$ cat config.mk
export PLATFORM = sky130hd
export DESIGN_NAME = mem_fill_engine
export DESIGN_NICKNAME = d
export VERILOG_FILES = /design/src/rtl/mem_fill_engine.sv
export SDC_FILE = /design/constraint.sdc
export NUM_CORES = 1
export LEC_CHECK = 0
export CAP_MARGIN = 20
export CORE_ASPECT_RATIO = 1.25
export CORE_MARGIN = 8
export CORE_UTILIZATION = 30
export CTS_CLUSTER_SIZE = 25
export DETAILED_ROUTE_END_ITERATION = 8
export PLACE_DENSITY_LB_ADDON = 0.08
export SKIP_LAST_GASP = 1
export SLEW_MARGIN = 10
export SYNTH_ARGS = -nofsm -noshare
export SYNTH_HDL_FRONTEND = slang
export SYNTH_SLANG_ARGS = --single-unit
$ cat constraint.sdc
create_clock -name clk -period 3.6 [get_ports clk]
set_input_delay 0.9 -clock clk [delete_from_list [all_inputs] [get_ports clk]]
set_output_delay 0.9 -clock clk [all_outputs]
set_load 0.05 [all_outputs]
$ cat src/rtl/mem_fill_engine.sv
// mem_fill_engine: claims the shared memory port, writes an identity, constant
// or descending pattern to DEPTH locations, optionally reads the array back to
// check it, and pulses done. Read-back verify is built when FILL_VERIFY_EN is
// defined; otherwise verify_err/err_addr stay 0 and rdata is ignored.
module mem_fill_engine #(
    parameter int unsigned ADDR_W = 8,
    parameter int unsigned DATA_W = 8,
    parameter int unsigned DEPTH  = 256,
    parameter int unsigned SEL_W  = 2
) (
    input  logic              clk,
    input  logic              reset,
    input  logic              start,
    input  logic [1:0]        mode,
    input  logic [DATA_W-1:0] fill_value,
    input  logic [SEL_W-1:0]  target_sel,
    output logic              busy,
    output logic              mem_req,
    output logic [SEL_W-1:0]  memory_sel,
    output logic [ADDR_W-1:0] address,
    output logic [DATA_W-1:0] wdata,
    output logic              wen,
    input  logic [DATA_W-1:0] rdata,
    output logic              done,
    output logic              verify_err,
    output logic [ADDR_W-1:0] err_addr
);

    // One spare counter bit so DEPTH == 2**ADDR_W terminates without wrapping.
    localparam int unsigned      CNT_W   = ADDR_W + 1;
    localparam logic [CNT_W-1:0] LAST    = CNT_W'(DEPTH - 1);
    localparam logic [CNT_W-1:0] VRD_END = CNT_W'(DEPTH);

    typedef enum logic [1:0] {S_IDLE, S_FILL, S_VRD, S_DONE} state_e;

    state_e            state_q, state_d;
    logic [CNT_W-1:0]  cnt_q, cnt_d;
    logic [1:0]        mode_q, mode_d;
    logic [DATA_W-1:0] val_q, val_d;
    logic [SEL_W-1:0]  sel_q, sel_d;
    logic              verr_q, verr_d;
    logic [ADDR_W-1:0] eaddr_q, eaddr_d;
    logic              busy_q, busy_d;
    logic              mem_req_q, mem_req_d;
    logic [SEL_W-1:0]  msel_q, msel_d;
    logic [ADDR_W-1:0] addr_q, addr_d;
    logic [DATA_W-1:0] wdata_q, wdata_d;
    logic              wen_q, wen_d;
    logic              done_q, done_d;

    // Fill pattern for counter value c; mode 11 falls back to identity.
    function automatic logic [DATA_W-1:0] pattern(input logic [1:0] m,
                                                  input logic [DATA_W-1:0] v,
                                                  input logic [CNT_W-1:0] c);
        case (m)
            2'b01:   return v;
            2'b10:   return DATA_W'(LAST - c);
            default: return DATA_W'(c);
        endcase
    endfunction

`ifndef FILL_VERIFY_EN
    logic unused_rdata;
    assign unused_rdata = ^rdata;
`endif

    // Next state, counter, latched request and registered-output next values.
    always_comb begin
        state_d = state_q;
        cnt_d   = cnt_q;
        mode_d  = mode_q;
        val_d   = val_q;
        sel_d   = sel_q;
        verr_d  = verr_q;
        eaddr_d = eaddr_q;

        case (state_q)
            S_IDLE: begin
                if (start) begin
                    state_d = S_FILL;
                    cnt_d   = '0;
                    mode_d  = mode;
                    val_d   = fill_value;
                    sel_d   = target_sel;
                    verr_d  = 1'b0;
                    eaddr_d = '0;
                end
            end
            S_FILL: begin
                if (cnt_q == LAST) begin
`ifdef FILL_VERIFY_EN
                    state_d = S_VRD;
                    cnt_d   = '0;
`else
                    state_d = S_DONE;
`endif
                end else begin
                    cnt_d = cnt_q + CNT_W'(1);
                end
            end
`ifdef FILL_VERIFY_EN
            S_VRD: begin
                // rdata answers the address presented one cycle earlier.
                if ((cnt_q != '0) && !verr_q &&
                    (rdata != pattern(mode_q, val_q, cnt_q - CNT_W'(1)))) begin
                    verr_d  = 1'b1;
                    eaddr_d = ADDR_W'(cnt_q - CNT_W'(1));
                end
                if (cnt_q == VRD_END) begin
                    state_d = S_DONE;
                end else begin
                    cnt_d = cnt_q + CNT_W'(1);
                end
            end
`endif
            S_DONE:  state_d = S_IDLE;
            default: state_d = S_IDLE;
        endcase

        busy_d    = (state_d != S_IDLE);
        mem_req_d = (state_d == S_FILL) || (state_d == S_VRD);
        msel_d    = mem_req_d ? sel_d : '0;
        wen_d     = (state_d == S_FILL);
        done_d    = (state_d == S_DONE);
        addr_d    = '0;
        wdata_d   = '0;
        if (state_d == S_FILL) begin
            addr_d  = ADDR_W'(cnt_d);
            wdata_d = pattern(mode_d, val_d, cnt_d);
        end else if ((state_d == S_VRD) && (cnt_d != VRD_END)) begin
            addr_d  = ADDR_W'(cnt_d);
        end
    end

    // State, datapath and output registers with synchronous reset.
    always_ff @(posedge clk) begin
        if (reset) begin
            state_q   <= S_IDLE;
            cnt_q     <= '0;
            mode_q    <= '0;
            val_q     <= '0;
            sel_q     <= '0;
            verr_q    <= 1'b0;
            eaddr_q   <= '0;
            busy_q    <= 1'b0;
            mem_req_q <= 1'b0;
            msel_q    <= '0;
            addr_q    <= '0;
            wdata_q   <= '0;
            wen_q     <= 1'b0;
            done_q    <= 1'b0;
        end else begin
            state_q   <= state_d;
            cnt_q     <= cnt_d;
            mode_q    <= mode_d;
            val_q     <= val_d;
            sel_q     <= sel_d;
            verr_q    <= verr_d;
            eaddr_q   <= eaddr_d;
            busy_q    <= busy_d;
            mem_req_q <= mem_req_d;
            msel_q    <= msel_d;
            addr_q    <= addr_d;
            wdata_q   <= wdata_d;
            wen_q     <= wen_d;
            done_q    <= done_d;
        end
    end

    assign busy       = busy_q;
    assign mem_req    = mem_req_q;
    assign memory_sel = msel_q;
    assign address    = addr_q;
    assign wdata      = wdata_q;
    assign wen        = wen_q;
    assign done       = done_q;
    assign verify_err = verr_q;
    assign err_addr   = eaddr_q;

endmodule
==> impl_results.md <==
* PnR Total Power at 1.05 mW
* Setup ws final at 0.766 ns
* Share of the synthesized area in the top cell type at 44.9%
* Final period util at 78.7%
* RR Startpoint: state_q[1]
* Worst-path clk slew at 0.08 ns
* Max_slew headroom at 65.2%
* Reg power frac at 50.2%
* Worst Hold Class: reg2reg
* Outcome: complete, no violations
* Pint at 0.748 mW
* CTS Sinks at 45
* Synth area leaders: dfxtp_1 45%, mux2i_1 7.0%, nor2_1 6.2%, a211oi_1 4.9%, ha_1 4.4%
* P_sw at 0.301 mW
* Most frequent cells in the layout: 45 x dfxtp_1, 36 x clkdlybuf4s50_1, 33 x nor2_1, 14 x mux2i_1, 13 x a211oi_1
* EDFF count, synth at 0
* Placed cell count at 317
* Global-route wire length before repair at 7.46 mm
* Synth warn at 0
* Post-Place Cell Area at 2400 µm²
* Via Count at 1448
* R2R Setup Slk at 1.49 ns
* Setup crit end kind: flop
* Resize count post-CTS at 0
* Hold Path Cell Cnt at 1
* Fin area at 2490 µm²
* Ys async rst share at 0%
* Final hold viol count at 0
* Fmax at 353 MHz
* Worst Setup Path Type: in2reg
* MaxCap Viol Count at 0
* Final setup fails at 0
* Vias in the first global route at 1479
* Startpoint types: input port
* IO Pins at 54
* I/O Buffers at 36
* GP Congestion at 0.764
* Worst Path Arrival at 3.02 ns
* Clock share of power at 30.1%
* Crit path time final at 2.83 ns
* Setup TNS at 0 ns
* Die Area at 9570 µm²
* Cell area after synthesis at 2010 µm²
* Post-route ant nets at 0
* Register bit count reported by yosys at 45
* RSZ-0062 raised after global routing: no
* Syn avg cell area at 10.1 µm²
* DRT iter0 DRCs at 55
* Final std cells w/o fill at 324
* RR Endpoint: wdata[3]
* Pin count of the biggest net entering global routing at 18
* Comb power frac at 19.6%
* Largest buffer count on any clock path at 2
* Final wirelength at 4.64 mm
* CTS Buf Count at 5
* Layout cells sized above 1 at 11.8%
* Worst Path Required at 3.78 ns
* Syn Inst Count at 199
* Cell chosen for the clock root: clkbuf_8
* Post-layout util at 38.1%
* Starting Density at 30.7%
* CTS tree: yes
* GRT Overall Usage at 10.1%
* Synth unique cells at 50
* Worst slack, placed at 0.396 ns
* Die H at 107 µm
* Core area at 6520 µm²
* Register area share after synthesis at 44.9%
* Crit path max fanout at 15
* Leak at 1.01 nW
* Drt drc at 0
* Pin slew with the least headroom to its limit at 0.520 ns
* Top_reg_cell synth: dfxtp_1
* Dpl hpwl at 3.52 mm
* Min-Delay Startpoint: cnt_q[8]
* Antenna violations before repair at 0
* Nets at 267
* Largest area contributor in the netlist: dfxtp_1
* Antenna fix cells at 0
* Site Rows at 33
* Most common cell after layout, fill and taps aside: dfxtp_1
* Setup Fix Bufs, Post-CTS at 0
* Routed len/inst at 14.3 µm
* Slew Viols, Final at 0
* H-tree depth at 2
* Hold Path Sink: cnt_q[8]
* Hold buffers post-CTS at 0
* Clk_lat worst skew at 0.29 ns
* Total grt overflow at 0
* Sw Ratio at 28.7%
* Syn-to-layout area delta at 24.0%
* Die width at 89.1 µm
* Worst VDD drop at 0.000210 V
* R2R depth at 8
* Pre-Repair DR Iteration Count at 4
* Clock skew at 0.00435 ns
* Hold WS at 0.482 ns
* DR vias/cell at 4.47
* Pwr/cell area at 422 nW/µm²
power groups by stage:
stage	Sequential [mW]	Combinational, mW	Clock [mW]
2_1_floorplan	0.581	0.116	0
3_3_place_gp	0.539	0.209	0
3_5_place_dp	0.539	0.209	0
4_1_cts	0.528	0.209	0.329
5_1_grt	0.530	0.221	0.347
6_report	0.527	0.206	0.316
metal layers:
layer | up-vias | global-route usage, % | part of all wire, %
li1 | 742 | - | -
met1 | 669 | 11.4 | 43
met2 | 32 | 17.0 | 50
met3 | 5 | 3.82 | 6.3
met4 | 0 | 3.34 | 1.3
met5 | - | 0 | 0
sequential cells by signal, indices dropped and copies added (netlist names):
register	cells
address	8
busy	1
cnt_q	9
done	1
mem_req	1
memory_sel	2
mode_q	2
sel_q	2
state_q	2
val_q	8
wdata	8
wen	1
cell families (layout without fill, tap and decap cells):
family          count (synthesis)  in the layout  synth area share [%]
flops                          45             45                  44.9
other cells                     1              9                 0.187
mux                            16             16                  8.36
simple gates                   70             70                  20.0
compound gates                 32             32                  12.9
fa+ha+maj                       7              7                  4.37
buf+inv                        28             58                  9.36
cell usage after synthesis, drive strengths merged (3+ instances only):
cell type	n
nor2	33
nor2b	11
clkbuf	5
a211oi	13
o21ai	3
dfxtp	45
buf	14
mux2i	16
inv	8
and3	3
ha	7
nand4	4
how the worst max path moves through the flow:
stage	startpoint	to	cells past startpoint
floorplan	start	wdata[6]	10
global placement	start	wdata[2]	8
detailed placement	start	wdata[1]	8
CTS	start	wdata[1]	8
global route	start	wdata[1]	8
finish	start	wdata[3]	9
area by class of cell:
| class | count | area (µm²) |
|---|---|---|
| well taps | 87 | 109 |
| multi-input cells | 134 | 947 |
| repair buffers | 43 | 413 |
| fillers | 719 | 4040 |
| inverters | 8 | 30.0 |
| clock buffers | 7 | 86.3 |
| flip-flops and latches | 45 | 901 |
worst max-delay path, stage by stage:
cell and delay, ns:
clkdlybuf4s50_1 0.51, nor3b_2 0.38, mux2i_1 0.32, inv_1 0.07
ha_1 0.31, buf_4 0.20, nor2b_1 0.07, mux2i_1 0.17
a21oi_1 0.09
Power figures use the tool's default switching activity.
